File: src/rtl/mux_pkg.sv
// mux_pkg: shared constants and helpers for the arbitrating multiplexer.
//   MODE_FIXED / MODE_RR : arbitration mode selectors
//   selw(n)              : index width for n channels, never less than 1
package mux_pkg;
   localparam int MODE_FIXED = 0;
   localparam int MODE_RR    = 1;
   function automatic int selw(input int n);
      return (n > 2) ? $clog2(n) : 1;
   endfunction
endpackage

File: src/rtl/rr_grant.sv
// rr_grant: combinational fixed-priority / round-robin grant.
//   req_i       : request vector
//   ptr_i       : round-robin start index (ignored in fixed mode)
//   grant_o     : one-hot grant, zero when no request
//   grant_idx_o : index of the granted channel
module rr_grant
   import mux_pkg::*;
#(
   parameter int N    = 4,
   parameter int MODE = MODE_RR,
   localparam int SELW = selw(N)
) (
   input  logic [N-1:0]    req_i,
   input  logic [SELW-1:0] ptr_i,
   output logic [N-1:0]    grant_o,
   output logic [SELW-1:0] grant_idx_o
);
   logic [2*N-1:0] dbl;
   logic           found;
   int             start;
   // Searching the doubled vector from the start index upward handles
   // the wrap from N-1 back to 0 without a modulo per position.
   always_comb begin
      dbl         = {req_i, req_i};
      start       = (MODE == MODE_RR) ? int'(ptr_i) : 0;
      found       = 1'b0;
      grant_o     = '0;
      grant_idx_o = '0;
      for (int k = 0; k < 2*N; k++) begin
         if (!found && k >= start && dbl[k]) begin
            found       = 1'b1;
            grant_idx_o = SELW'(k >= N ? k - N : k);
         end
      end
      if (found) grant_o[grant_idx_o] = 1'b1;
   end
endmodule

File: src/rtl/rr_arb_mux.sv
// rr_arb_mux: N-channel arbitrating mux with a registered valid/ready output.
//   in_valid/in_data/in_ready : per-channel request, data, accept
//   force_en/force_sel        : restrict arbitration to one channel
//   out_valid/out_data/out_sel: registered beat and its source channel
//   out_ready                 : consumer accept
module rr_arb_mux
   import mux_pkg::*;
#(
   parameter int WIDTH = 32,
   parameter int N     = 4,
   parameter int MODE  = MODE_RR,
   localparam int SELW = selw(N)
) (
   input  logic             clk,
   input  logic             rst_n,
   input  logic [N-1:0]     in_valid,
   input  logic [N*WIDTH-1:0] in_data,
   output logic [N-1:0]     in_ready,
   input  logic             force_en,
   input  logic [SELW-1:0]  force_sel,
   output logic             out_valid,
   output logic [WIDTH-1:0] out_data,
   output logic [SELW-1:0]  out_sel,
   input  logic             out_ready
);
   logic             out_valid_q, out_valid_d;
   logic [WIDTH-1:0] out_data_q, out_data_d;
   logic [SELW-1:0]  out_sel_q, out_sel_d;
   logic [SELW-1:0]  ptr_q, ptr_d;
   logic [N-1:0]     req, grant, force_mask;
   logic [SELW-1:0]  grant_idx;
   logic             space, xfer;
   // Out-of-range force index yields an empty mask, so nothing is granted.
   assign force_mask = (int'(force_sel) < N) ? ({{(N-1){1'b0}}, 1'b1} << force_sel) : '0;
   assign req        = force_en ? (in_valid & force_mask) : in_valid;
   assign space      = ~out_valid_q | out_ready;
   assign in_ready   = grant & {N{space}};
   assign xfer       = |in_ready;
   rr_grant #(.N(N), .MODE(MODE)) u_grant (
      .req_i       (req),
      .ptr_i       (ptr_q),
      .grant_o     (grant),
      .grant_idx_o (grant_idx)
   );
   always_comb begin
      out_valid_d = xfer | (out_valid_q & ~out_ready);
      out_data_d  = xfer ? in_data[grant_idx*WIDTH +: WIDTH] : out_data_q;
      out_sel_d   = xfer ? grant_idx : out_sel_q;
      ptr_d       = (MODE == MODE_RR && xfer) ? ((grant_idx == SELW'(N-1)) ? '0 : grant_idx + 1'b1) : ptr_q;
   end
   always_ff @(posedge clk or negedge rst_n) begin
      if (!rst_n) begin
         out_valid_q <= 1'b0;
         out_data_q  <= '0;
         out_sel_q   <= '0;
         ptr_q       <= '0;
      end else begin
         out_valid_q <= out_valid_d;
         out_data_q  <= out_data_d;
         out_sel_q   <= out_sel_d;
         ptr_q       <= ptr_d;
      end
   end
   assign out_valid = out_valid_q;
   assign out_data  = out_data_q;
   assign out_sel   = out_sel_q;
endmodule

File: config.mk
export PLATFORM = sky130hd
export DESIGN_NAME = rr_arb_mux
export DESIGN_NICKNAME = d
export VERILOG_FILES = /design/src/rtl/mux_pkg.sv /design/src/rtl/rr_grant.sv /design/src/rtl/rr_arb_mux.sv
export SDC_FILE = /design/constraint.sdc
export NUM_CORES = 1
export LEC_CHECK = 0
export CAP_MARGIN = 20
export CORE_ASPECT_RATIO = 1.4
export CORE_MARGIN = 2
export CORE_UTILIZATION = 32
export CTS_CLUSTER_SIZE = 14
export DETAILED_ROUTE_END_ITERATION = 16
export GPL_TIMING_DRIVEN = 0
export PLACE_DENSITY_LB_ADDON = 0.2
export SYNTH_ARGS = -nofsm -noshare
export SYNTH_HDL_FRONTEND = slang
export SYNTH_HIERARCHICAL = 1
export SYNTH_SLANG_ARGS = --single-unit
File: constraint.sdc
create_clock -name clk -period 2.3 [get_ports clk]
set_clock_uncertainty 0.2 [all_clocks]
set_input_delay 0.46 -clock clk [delete_from_list [all_inputs] [get_ports clk]]
set_output_delay 0.46 -clock clk [all_outputs]
set_load 0.02 [all_outputs]
# Yosys cells after proc, flatten, opt, wreduce, memory -nomap -nowiden
# Index checks and enable logic that the tools add are counted.
[word_totals] out_inout_bits=39 in_bits=138 regBits=37
[op_classes] shifts=2 reduce_logical=19 bitwise=7 addsub=1 magnitude_cmp=5 n_mux=20 eq_ne=1
[ops] cell="indexed part select 128 x 8 -> 32 bit" count=1
[ops] cell="two-way mux 2 bit" count=7
[ops] cell="logical AND 1 bit" count=11
[ops] cell="two-way mux 1 bit" count=10
[ops] cell="AND 4 bit" count=2
[ops] cell="two-way mux 4 bit" count=2
[ops] cell="logical NOT 1 bit" count=7
[ops] cell=">= comparator 1 x 2 -> 1 bit (first input constant)" count=2
[ops] cell="OR reduction 4 bit" count=1
[ops] cell="left shift 1 x 2 -> 4 bit (first input constant)" count=1
[ops] cell="less-than comparator 2 x 3 -> 1 bit (second input constant)" count=1
[ops] cell="adder 2 x 1 -> 2 bit (second input constant)" count=1
[ops] cell="demux 1 bit (select 2 bit)" count=1
[ops] cell="== test 2 bit (second input constant)" count=1
[ops] cell=">= comparator 2 x 1 -> 1 bit (second input constant)" count=1
[ops] cell=">= comparator 2 bit (first input constant)" count=1
[ops] cell="NOT 1 bit" count=2
[ops] cell="bitwise OR 1 bit" count=2
[ops] cell="AND 1 bit" count=1

# Depth between registers and ports, before layout
# Gate-level depths: netlist of run 1.
[logic_depth] ltp_word=36 ltp_mapped=10 ltp_nobuf=8

# Cells and area by module
# The synthesis of run 1 kept the hierarchy.
[by_module_without_submodules] mod="rr_arb_mux" area_per_inst_um2=2371.0 cells_each=135 n_inst=1
[by_module_without_submodules] mod="rr_grant" area_per_inst_um2=197.7 cells_each=31 n_inst=1

# Least setup slack after synthesis of run 1
# No wires, ideal clock.
[synth_path] path_kind="input -> register" start="in force_sel[1]" end="reg out_data_q[0], in the netlist out_data[0]" t_arrival_ns=2.428 cell_stages=8 slack_ns=-0.454 setup_time_ns=0.125 path_cell_list="nand2_1 -> a21boi_0 -> inv_1 -> a311oi_1 -> buf_6 -> buf_6 -> mux4_2 -> mux2_4"
[synth_rtl] item="start: declaration" line_no="rr_arb_mux.sv:20" source="input logic [SELW-1:0] force_sel,"
[synth_rtl] item="left shift 1 x 2 -> 4 bit (*)" line_no="rr_arb_mux.sv:34" source="assign force_mask = (int'(force_sel) < N) ? ({{(N-1){1'b0}}, 1'b1} << force_sel) : '0;"
[synth_rtl] item="AND 4 bit (*)" line_no="rr_arb_mux.sv:35" source="assign req = force_en ? (in_valid & force_mask) : in_valid;"
[synth_rtl] item="two-way mux 4 bit (*)" line_no="rr_arb_mux.sv:35"
[synth_rtl] item="via req[3]" line_no="rr_arb_mux.sv:30" source="logic [N-1:0] req, grant, force_mask;"
[synth_rtl] item="logical AND 1 bit" line_no="rr_grant.sv:30" source="if (!found && k >= start && dbl[k]) begin"
[synth_rtl] item="two-way mux 1 bit" line_no="rr_grant.sv:30"
[synth_rtl] item="logical NOT 1 bit" line_no="rr_grant.sv:30"
[synth_rtl] item="logical AND 1 bit" line_no="rr_grant.sv:30"
[synth_rtl] item="[10 not listed]"
[synth_rtl] item="via grant_idx[0]" line_no="rr_arb_mux.sv:31" source="logic [SELW-1:0] grant_idx;"
[synth_rtl] item="less-than comparator 2 x 3 -> 1 bit (implied by the code) or >= comparator 2 x 1 -> 1 bit (tied branches)" line_no="rr_grant.sv:35" source="if (found) grant_o[grant_idx_o] = 1'b1;"
[synth_rtl] item="logical AND 1 bit (implied by the code)" line_no="rr_grant.sv:35"
[synth_rtl] item="two-way mux 1 bit (implied by the code)" line_no="rr_grant.sv:35"
[synth_rtl] item="demux 1 bit (select 2 bit)"
[synth_rtl] item="two-way mux 4 bit" line_no="rr_grant.sv:35"
[synth_rtl] item="AND 4 bit" line_no="rr_arb_mux.sv:37" source="assign in_ready = grant & {N{space}};"
[synth_rtl] item="OR reduction 4 bit" line_no="rr_arb_mux.sv:38" source="assign xfer = |in_ready;"
[synth_rtl] item="end signal: assignment" line_no="rr_arb_mux.sv:59" source="out_data_q <= out_data_d;"
[synth_rtl] item="end: declaration" line_no="rr_arb_mux.sv:27" source="logic [WIDTH-1:0] out_data_q, out_data_d;"
# The timed path passes the listed nets; every way through them passes the cells marked *.
# A chain may end at the register's enable or synchronous reset.

# Worst setup path in the final report of run 1
[layout_path] start="in force_en" end="reg out_data_q[17], in the netlist out_data[17]"
[layout_rtl] item="start: declaration" line_no="rr_arb_mux.sv:19" source="input logic force_en,"
[layout_rtl] item="two-way mux 4 bit (*)" line_no="rr_arb_mux.sv:35"
[layout_rtl] item="via req[1]" line_no="rr_arb_mux.sv:30"
[layout_rtl] item="logical AND 1 bit" line_no="rr_grant.sv:30"
[layout_rtl] item="two-way mux 1 bit" line_no="rr_grant.sv:30"
[layout_rtl] item="logical NOT 1 bit" line_no="rr_grant.sv:30"
[layout_rtl] item="logical AND 1 bit (2 in series)" line_no="rr_grant.sv:30"
[layout_rtl] item="two-way mux 1 bit" line_no="rr_grant.sv:30"
[layout_rtl] item="logical NOT 1 bit" line_no="rr_grant.sv:30"
[layout_rtl] item="[14 not listed]"
[layout_rtl] item="via grant_idx[0]" line_no="rr_arb_mux.sv:31"
[layout_rtl] item="less-than comparator 2 x 3 -> 1 bit (implied by the code) or >= comparator 2 x 1 -> 1 bit (tied branches)" line_no="rr_grant.sv:35"
[layout_rtl] item="logical AND 1 bit (implied by the code)" line_no="rr_grant.sv:35"
[layout_rtl] item="two-way mux 1 bit (implied by the code)" line_no="rr_grant.sv:35"
[layout_rtl] item="demux 1 bit (select 2 bit)"
[layout_rtl] item="two-way mux 4 bit" line_no="rr_grant.sv:35"
[layout_rtl] item="AND 4 bit" line_no="rr_arb_mux.sv:37"
[layout_rtl] item="OR reduction 4 bit" line_no="rr_arb_mux.sv:38"
# Marked as above.

==> impl_metrics.prom, run 1 <==
# TYPE chip_impl_metric gauge
chip_impl_info{name="status",value="complete, but fails checks"} 1
chip_impl_info{name="violations",value="negative setup slack"} 1
chip_impl_metric{name="grt_antenna_before_repair",unit=""} 0
chip_impl_metric{name="finalNonFillerCells",unit=""} 479
chip_impl_metric{name="hold_violations",unit=""} 0
chip_impl_metric{name="via_per_inst",unit=""} 4.866
chip_impl_metric{name="drt_iter0_markers",unit=""} 91
chip_impl_metric{name="die_y",unit="microns"} 110.0
chip_impl_info{name="critical_path.endpoint_type",value="flip-flop"} 1
chip_impl_metric{name="cts.path.max_buffers",unit=""} 2
chip_impl_metric{name="gr-usage-all-layers",unit="%"} 19.37
chip_impl_metric{name="achievable-frequency",unit="GHz"} 0.3857
chip_impl_metric{name="synth.top_cell.area_share",unit="%"} 36.04
chip_impl_metric{name="drv_slew",unit=""} 0
chip_impl_metric{name="postRouteWirelength",unit="mm"} 8.552
chip_impl_metric{name="first_global_vias",unit=""} 2513
chip_impl_metric{name="cellPowerDensity",unit="nW/um^2"} 1018
chip_impl_metric{name="share_of_the_clock_period_used_by_the_worst_path_after_layout",unit="%"} 112.7
chip_impl_metric{name="drt_drc_violations_left",unit=""} 0
chip_impl_metric{name="drive_gt1_share",unit="%"} 40.11
chip_impl_info{name="layout_common_cells",value="164 x sky130_fd_sc_hd__clkdlybuf4s50_1, 37 x sky130_fd_sc_hd__dfrtp_1, 32 x sky130_fd_sc_hd__mux4_2"} 1
chip_impl_info{name="tritoncts",value="yes"} 1
chip_impl_metric{name="max_cap_violations",unit=""} 0
chip_impl_metric{name="io_count",unit=""} 177
chip_impl_metric{name="syn-instance-count",unit=""} 166
chip_impl_metric{name="antenna_cells_inserted",unit=""} 0
chip_impl_metric{name="port-buffer-count",unit=""} 176
chip_impl_metric{name="largest_net_degree_at_the_start_of_global_routing",unit=""} 38
chip_impl_metric{name="finalWorstPathRequiredPeriod",unit="ns"} 2.593
chip_impl_metric{name="cts.htree.levels",unit=""} 2
chip_impl_metric{name="syn-cell-area",unit="sq um"} 2569
chip_impl_metric{name="synthToLayoutAreaGrowth",unit="%"} 98.34
chip_impl_metric{name="maxSlewHeadroom",unit="%"} 43.31
chip_impl_metric{name="vias",unit=""} 2331
chip_impl_metric{name="cts_buffers",unit=""} 5
chip_impl_metric{name="vdd_drop_max",unit="mV"} 0.4807
chip_impl_metric{name="insertion_delay",unit="ns"} 0.29
chip_impl_metric{name="setup_ws",unit="ns"} -0.2930
chip_impl_metric{name="die_width",unit="microns"} 79.72
chip_impl_metric{name="yosys_warnings",unit=""} 6
chip_impl_metric{name="placed_cells_incl_taps",unit=""} 442
chip_impl_metric{name="place.gp.congestion",unit=""} 0.8054
chip_impl_metric{name="worst-path-max-fanout",unit=""} 7
chip_impl_metric{name="fp.dieArea",unit="sq um"} 8770
chip_impl_metric{name="num-nets-final",unit=""} 517
chip_impl_info{name="commonest_non_fill_non_tap_cell_in_the_layout",value="sky130_fd_sc_hd__clkdlybuf4s50_1"} 1
chip_impl_metric{name="placeableCoreArea",unit="sq um"} 7750
chip_impl_metric{name="floorplan.initialDensity",unit="%"} 33.14
chip_impl_metric{name="avgRoutedWirePerCell",unit="microns"} 17.85
chip_impl_info{name="worstSetupPathType",value="input pin to flip-flop"} 1
chip_impl_info{name="worst_min_delay_path_category",value="input pin to async pin"} 1
chip_impl_metric{name="p_leak",unit="uW"} 0.002101
chip_impl_metric{name="worst_setup_hold_path_clk_slew",unit="ns"} 0.08
chip_impl_metric{name="synth.avg_cell_area",unit="sq um"} 15.47
chip_impl_metric{name="drt.antenna.violating_nets",unit=""} 0
chip_impl_info{name="setup.worst_path.start",value="force_en"} 1
chip_impl_metric{name="cts_hold_buffers",unit=""} 0
chip_impl_metric{name="finalSetupViolations",unit=""} 40
chip_impl_metric{name="worst_ep_required_time",unit="ns"} 2.27
chip_impl_metric{name="cp.arrival",unit="ns"} 2.57
chip_impl_metric{name="core_rows",unit=""} 38
chip_impl_metric{name="pre_cts_ws",unit="ns"} -1.153
chip_impl_metric{name="ff2ff_setup_slack",unit="ns"} -0.24
chip_impl_metric{name="number_of_nets_produced_by_synthesis",unit=""} 305
chip_impl_metric{name="post_route_utilization",unit="%"} 65.74
chip_impl_metric{name="overflow",unit=""} 0
chip_impl_info{name="crit_path_start_kind",value="input pin"} 1
chip_impl_info{name="cell_accounting_for_the_most_synthesized_area",value="sky130_fd_sc_hd__dfrtp_1"} 1
chip_impl_metric{name="dpl.hpwl",unit="mm"} 6.413
chip_impl_metric{name="synth-seq-area-share",unit="%"} 36.04
chip_impl_info{name="netlist_top_cells_area",value="sky130_fd_sc_hd__dfrtp_1 36%, sky130_fd_sc_hd__mux4_2 25%, sky130_fd_sc_hd__mux2_4 14%"} 1
chip_impl_metric{name="clkSinkCount",unit=""} 37
chip_impl_metric{name="wire_length_of_the_first_global_routing_pass",unit="mm"} 12.85
chip_impl_info{name="grt_setup_unrepaired",value="true"} 1
chip_impl_metric{name="timing_worst_slew_pin_value",unit="ns"} 0.8504
chip_impl_info{name="cts-root-buf",value="sky130_fd_sc_hd__clkbuf_8"} 1
chip_impl_metric{name="synthDistinctLibCells",unit=""} 29
chip_impl_metric{name="detailed_routing_iteration_count_for_the_pre_antenna_repair_pass",unit=""} 4
chip_impl_metric{name="total_power",unit="uW"} 5188
chip_impl_metric{name="ys_ff_latch",unit=""} 37
chip_impl_info{name="worstReg2RegStart",value="ptr_q[1]$_DFFE_PN0P_"} 1
worst max-delay path, cell delays in order:
cell	delay, ns
sky130_fd_sc_hd__buf_8	0.10
sky130_fd_sc_hd__buf_6	0.12
sky130_fd_sc_hd__a21boi_2	0.14
sky130_fd_sc_hd__clkbuf_8	0.16
sky130_fd_sc_hd__a21oi_2	0.04
sky130_fd_sc_hd__a311oi_2	0.33
sky130_fd_sc_hd__buf_6	0.21
sky130_fd_sc_hd__buf_12	0.12
sky130_fd_sc_hd__buf_12	0.11
sky130_fd_sc_hd__mux4_2	0.49
sky130_fd_sc_hd__mux2_4	0.27
flip-flops by register name, summed over array words and instances (netlist names):
name       flops
ptr_q          2
out_sel        2
out_valid      1
out_data      32
where the power goes:
group          switching [uW]  internal (uW)  leakage (uW)
sequential                199            987      0.000433
clock                     247            353     0.0000574
combinational            1300           2100       0.00161
total                    1750           3440       0.00210
routing by layer:
layer	share of wire (%)	GRT usage [%]	vias up
met5	0	0	-
met4	2.0	4.926	0
met3	7.4	4.642	13
met2	55	36.79	99
met1	35	21.40	1143
li1	-	-	1076
synthesized netlist by cell type, drive strengths merged:
cell type  number
o2bb2ai         1
mux2           36
o221a           2
clkbuf          3
ha              1
nor4            1
a21boi          4
o2bb2a          1
buf            12
dfrtp          37
nand2           3
nand2b          3
o21bai          1
o21ai           4
mux2i           1
nor2            5
inv             4
and2b           1
mux4           32
a22o            1
a311oi          1
and2            6
a21oi           6
stage by stage:
step / hold WS, ns / area (sq um) / TNS (ns)
2_1_floorplan: -0.03559 / 2656 / -8.857
3_3_place_gp: 0.2900 / 4543 / -54.70
3_5_place_dp: 0.2928 / 4538 / -42.56
4_1_cts: 0.1034 / 4975 / -8.163
5_1_grt: 0.1215 / 5095 / -10.14
6_report: 0.06328 / 5095 / -7.655
worst paths after layout:
path,to,depth (start not counted)
max in group asynchronous,out_data[3]$_DFFE_PN0P_,1
worst max-delay path,out_data[17]$_DFFE_PN0P_,11
worst max register to register,out_data[17]$_DFFE_PN0P_,9
worst min-delay path,out_data[15]$_DFFE_PN0P_,1
min in group clk,out_data[31]$_DFFE_PN0P_,1
worst min register to register,out_data[31]$_DFFE_PN0P_,1
cells by family after synthesis:
| family | Yosys count | share of synthesized area, % |
|---|---|---|
| AO/OA/AOI/OAI | 21 | 5.845 |
| adder cells (fa/ha/maj) | 1 | 0.4870 |
| buffers and inverters | 19 | 5.114 |
| flip-flops | 37 | 36.04 |
| multiplexers | 69 | 48.32 |
| AND/OR/NAND/NOR | 19 | 4.189 |
timing repair:
action,4_1_cts,5_1_grt
resized for setup,73,26
endpoints found under the setup margin,40,39
setup buffers,19,10
gates cloned,3,0
pin swaps,7,11
cell type report:
type | count | area (sq um)
multi-input cells | 110 | 1619
repair buffers | 207 | 2133
clock buffers | 6 | 82.58
flip-flops and latches | 37 | 925.9
well taps | 100 | 125.1
fillers | 603 | 2655
clock inverters | 2 | 37.54
inverters | 4 | 15.01
plain buffers | 13 | 156.4
Power figures use the tool's default switching activity.
==> run 2, diff against run 1 <==
Settings changed: CORE_UTILIZATION 32 to 33, CTS_BUF_LIST set to sky130_fd_sc_hd__clkbuf_4 sky130_fd_sc_hd__clkbuf_8.
==> run 2 against run 1 <==
Net effect:
- the flow still finishes with violations (negative setup slack)
- clock power about the same
- die area down 2.9%
- power rose by 1.8%
- worst setup slack better by 0.040 ns
- critical endpoint is now out_data[8]$_DFFE_PN0P_
- clock-buffer cell count rose by 1
- sequential power barely moved
- first-iteration DRC count is 26% lower
==> impl_metrics.prom, run 2 (synthesis gave the netlist of run 1 again) <==
# TYPE chip_impl_metric gauge
chip_impl_metric{name="synthToLayoutAreaGrowth",unit="%"} 101.0
chip_impl_info{name="cts-root-buf",value="sky130_fd_sc_hd__clkbuf_8"} 1
chip_impl_metric{name="vdd_drop_max",unit="mV"} 0.5114
chip_impl_info{name="worstSetupPathType",value="input pin to flip-flop"} 1
chip_impl_metric{name="drive_gt1_share",unit="%"} 40.63
chip_impl_metric{name="insertion_delay",unit="ns"} 0.29
chip_impl_metric{name="p_int",unit="uW"} 3513
chip_impl_metric{name="via_per_inst",unit=""} 4.906
chip_impl_metric{name="pre_cts_ws",unit="ns"} -1.232
chip_impl_metric{name="first_global_vias",unit=""} 2579
chip_impl_metric{name="cts.htree.levels",unit=""} 2
chip_impl_metric{name="cp.arrival",unit="ns"} 2.52
chip_impl_metric{name="antenna_cells_inserted",unit=""} 0
chip_impl_metric{name="cellPowerDensity",unit="nW/um^2"} 1022
chip_impl_info{name="tritoncts",value="yes"} 1
chip_impl_metric{name="die_width",unit="microns"} 78.57
chip_impl_metric{name="drt_iter0_markers",unit=""} 67
chip_impl_metric{name="switching_share",unit="%"} 33.46
chip_impl_metric{name="core_rows",unit=""} 38
chip_impl_info{name="critPathSlowestCell",value="sky130_fd_sc_hd__nor4_4"} 1
chip_impl_metric{name="postRouteWirelength",unit="mm"} 8.595
chip_impl_metric{name="drt_drc_violations_left",unit=""} 0
chip_impl_info{name="crit_path_start_kind",value="input pin"} 1
chip_impl_metric{name="port-buffer-count",unit=""} 176
chip_impl_info{name="commonest_non_fill_non_tap_cell_in_the_layout",value="sky130_fd_sc_hd__clkdlybuf4s50_1"} 1
chip_impl_metric{name="cpPeakStageDelay",unit="ns"} 0.36
chip_impl_metric{name="worst-path-max-fanout",unit=""} 6
chip_impl_metric{name="vias",unit=""} 2350
chip_impl_metric{name="combinationalPowerShare",unit="%"} 66.2
chip_impl_info{name="status",value="complete, but fails checks"} 1
chip_impl_metric{name="multi_input_comb_area",unit="sq um"} 1634
chip_impl_metric{name="p_switching",unit="uW"} 1766
chip_impl_info{name="violations",value="negative setup slack"} 1
chip_impl_metric{name="detailed_routing_iteration_count_for_the_pre_antenna_repair_pass",unit=""} 4
chip_impl_metric{name="dpl.hpwl",unit="mm"} 6.080
chip_impl_metric{name="floorplan.initialDensity",unit="%"} 33.56
chip_impl_metric{name="share_of_the_clock_period_used_by_the_worst_path_after_layout",unit="%"} 111.0
chip_impl_info{name="regToRegEndpoint",value="out_data[3]$_DFFE_PN0P_"} 1
chip_impl_metric{name="p_leak",unit="uW"} 0.002124
chip_impl_metric{name="overflow",unit=""} 0
chip_impl_metric{name="number_of_flip_flops_under_the_largest_register_name",unit=""} 32
chip_impl_metric{name="power.sequential.fraction",unit="%"} 22.5
chip_impl_metric{name="num-nets-final",unit=""} 517
chip_impl_metric{name="worst_setup_hold_path_clk_slew",unit="ns"} 0.08
chip_impl_metric{name="finalSetupViolations",unit=""} 40
chip_impl_metric{name="die_y",unit="microns"} 108.4
chip_impl_metric{name="cts_hold_buffers",unit=""} 0
chip_impl_metric{name="finalWorstPathRequiredPeriod",unit="ns"} 2.553
chip_impl_info{name="worst_min_delay_path_category",value="input pin to async pin"} 1
chip_impl_info{name="layout_common_cells",value="164 x sky130_fd_sc_hd__clkdlybuf4s50_1, 37 x sky130_fd_sc_hd__dfrtp_1, 32 x sky130_fd_sc_hd__mux4_2"} 1
chip_impl_metric{name="worst_ep_required_time",unit="ns"} 2.27
chip_impl_metric{name="total_power",unit="uW"} 5279
chip_impl_metric{name="drt.antenna.violating_nets",unit=""} 0
chip_impl_metric{name="io_count",unit=""} 177
chip_impl_metric{name="wire_length_of_the_first_global_routing_pass",unit="mm"} 12.89
chip_impl_metric{name="ff2ff_setup_slack",unit="ns"} -0.17
chip_impl_metric{name="max_cap_violations",unit=""} 0
chip_impl_metric{name="clkPwrFrac",unit="%"} 11.3
chip_impl_metric{name="place.gp.congestion",unit=""} 0.7352
chip_impl_metric{name="drv_slew",unit=""} 0
chip_impl_metric{name="fp.dieArea",unit="sq um"} 8516
chip_impl_metric{name="gr-usage-all-layers",unit="%"} 19.75
chip_impl_metric{name="clkSinkCount",unit=""} 37
chip_impl_metric{name="cts_buffers",unit=""} 5
chip_impl_metric{name="placeableCoreArea",unit="sq um"} 7655
chip_impl_metric{name="final-seq-area",unit="sq um"} 925.9
chip_impl_metric{name="avgRoutedWirePerCell",unit="microns"} 17.94
chip_impl_metric{name="maxSlewHeadroom",unit="%"} 42.31
chip_impl_info{name="cp_cell_sequence",value="buf_8, nand2b_4, a21boi_4, buf_6, o2bb2ai_1, a22o_1, and2_4, nor4_4, a21oi_4, buf_12, clkbuf_16, mux2_4"} 1
chip_impl_metric{name="cts.path.max_buffers",unit=""} 2
chip_impl_metric{name="timing_worst_slew_pin_value",unit="ns"} 0.8654
chip_impl_info{name="grt_setup_unrepaired",value="true"} 1
chip_impl_metric{name="num-fill-cells",unit=""} 577
chip_impl_metric{name="achievable-frequency",unit="GHz"} 0.3917
chip_impl_metric{name="finalSetupTns",unit="ns"} -8.182
chip_impl_metric{name="finalHoldWorstSlack",unit="ns"} 0.08808
chip_impl_info{name="critical_path.endpoint_type",value="flip-flop"} 1
chip_impl_metric{name="hold_violations",unit=""} 0
chip_impl_metric{name="setup_ws",unit="ns"} -0.2531
chip_impl_metric{name="worst-r2r-cell-count",unit=""} 8
chip_impl_info{name="worstReg2RegStart",value="ptr_q[1]$_DFFE_PN0P_"} 1
chip_impl_metric{name="grt_antenna_before_repair",unit=""} 0
chip_impl_metric{name="largest_net_degree_at_the_start_of_global_routing",unit=""} 38
-- run 2: cell types whose count changed in the layout (fill, tap and decap cells not counted), moves of 3 or more --
cell / change
sky130_fd_sc_hd__buf_6: -5
sky130_fd_sc_hd__buf_12: +4
sky130_fd_sc_hd__clkbuf_16: +3
sky130_fd_sc_hd__o21ai_0: -3
sky130_fd_sc_hd__o21ai_1: +3
-- run 2: metal layers --
layer,track usage [%],up-vias,wire [microns]
met1,20.94,1161,2997
li1,-,1077,-
met5,0,-,0
met3,4.090,12,504
met4,7.895,0,151
met2,37.55,100,4941
-- run 2: cell type report --
type / instances / area share [%]
Clock inverter: 1 / 0.5815
Tap cell: 100 / 2.423
Buffer: 14 / 4.240
Timing Repair Buffer: 205 / 41.14
Multi-Input combinational cell: 111 / 31.65
Clock buffer: 7 / 1.745
Inverter: 4 / 0.2908
Sequential cell: 37 / 17.93
-- run 2: repair_timing --
item                                    in CTS  in global routing
endpoints found under the setup margin      40                 40
setup buffers                               20                  6
cloned                                       3                  3
pin swaps                                    4                  9
resized for setup                           81                 34
-- run 2: power by group through the flow --
stage | clock (uW) | sequential (uW) | combinational (uW)
floorplan | 0 | 1570 | 1440
global placement | 0 | 1180 | 2960
detailed placement | 0 | 1190 | 2990
CTS | 618 | 1180 | 3350
global route | 652 | 1230 | 3680
finish | 598 | 1190 | 3490
-- run 2: metrics by stage --
step,util (%),instances,instance area [sq um]
6_report,67.46,479,5164
3_3_place_gp,59.35,442,4543
5_1_grt,67.46,479,5164
2_1_floorplan,-,166,2656
3_5_place_dp,59.28,442,4538
4_1_cts,65.18,472,4990
-- run 2: worst max path at each step --
stage / from / slack, ns / to
after floorplan: force_sel[1] / -0.29 / out_data[10]$_DFFE_PN0P_
after global placement: force_sel[0] / -1.11 / out_data[1]$_DFFE_PN0P_
after detailed placement: force_sel[0] / -1.23 / out_data[1]$_DFFE_PN0P_
after CTS: force_sel[0] / -0.28 / out_data[2]$_DFFE_PN0P_
after global routing: force_sel[0] / -0.30 / out_data[5]$_DFFE_PN0P_
final: force_sel[0] / -0.25 / out_data[8]$_DFFE_PN0P_
-- run 2: worst max-delay path, delay by kind of cell --
kind / cells / cell delay (ns)
AND/OR/NAND/NOR: 3 / 0.65
multiplexers: 1 / 0.29
AO/OA/AOI/OAI: 4 / 0.57
buffers and inverters: 4 / 0.55
==> run 3, diff against run 2 <==
Settings changed: GPL_ROUTABILITY_DRIVEN set to 0.
==> results of run 3 <==
No change in the layout: final DEF, timing and power equal those of run 2.
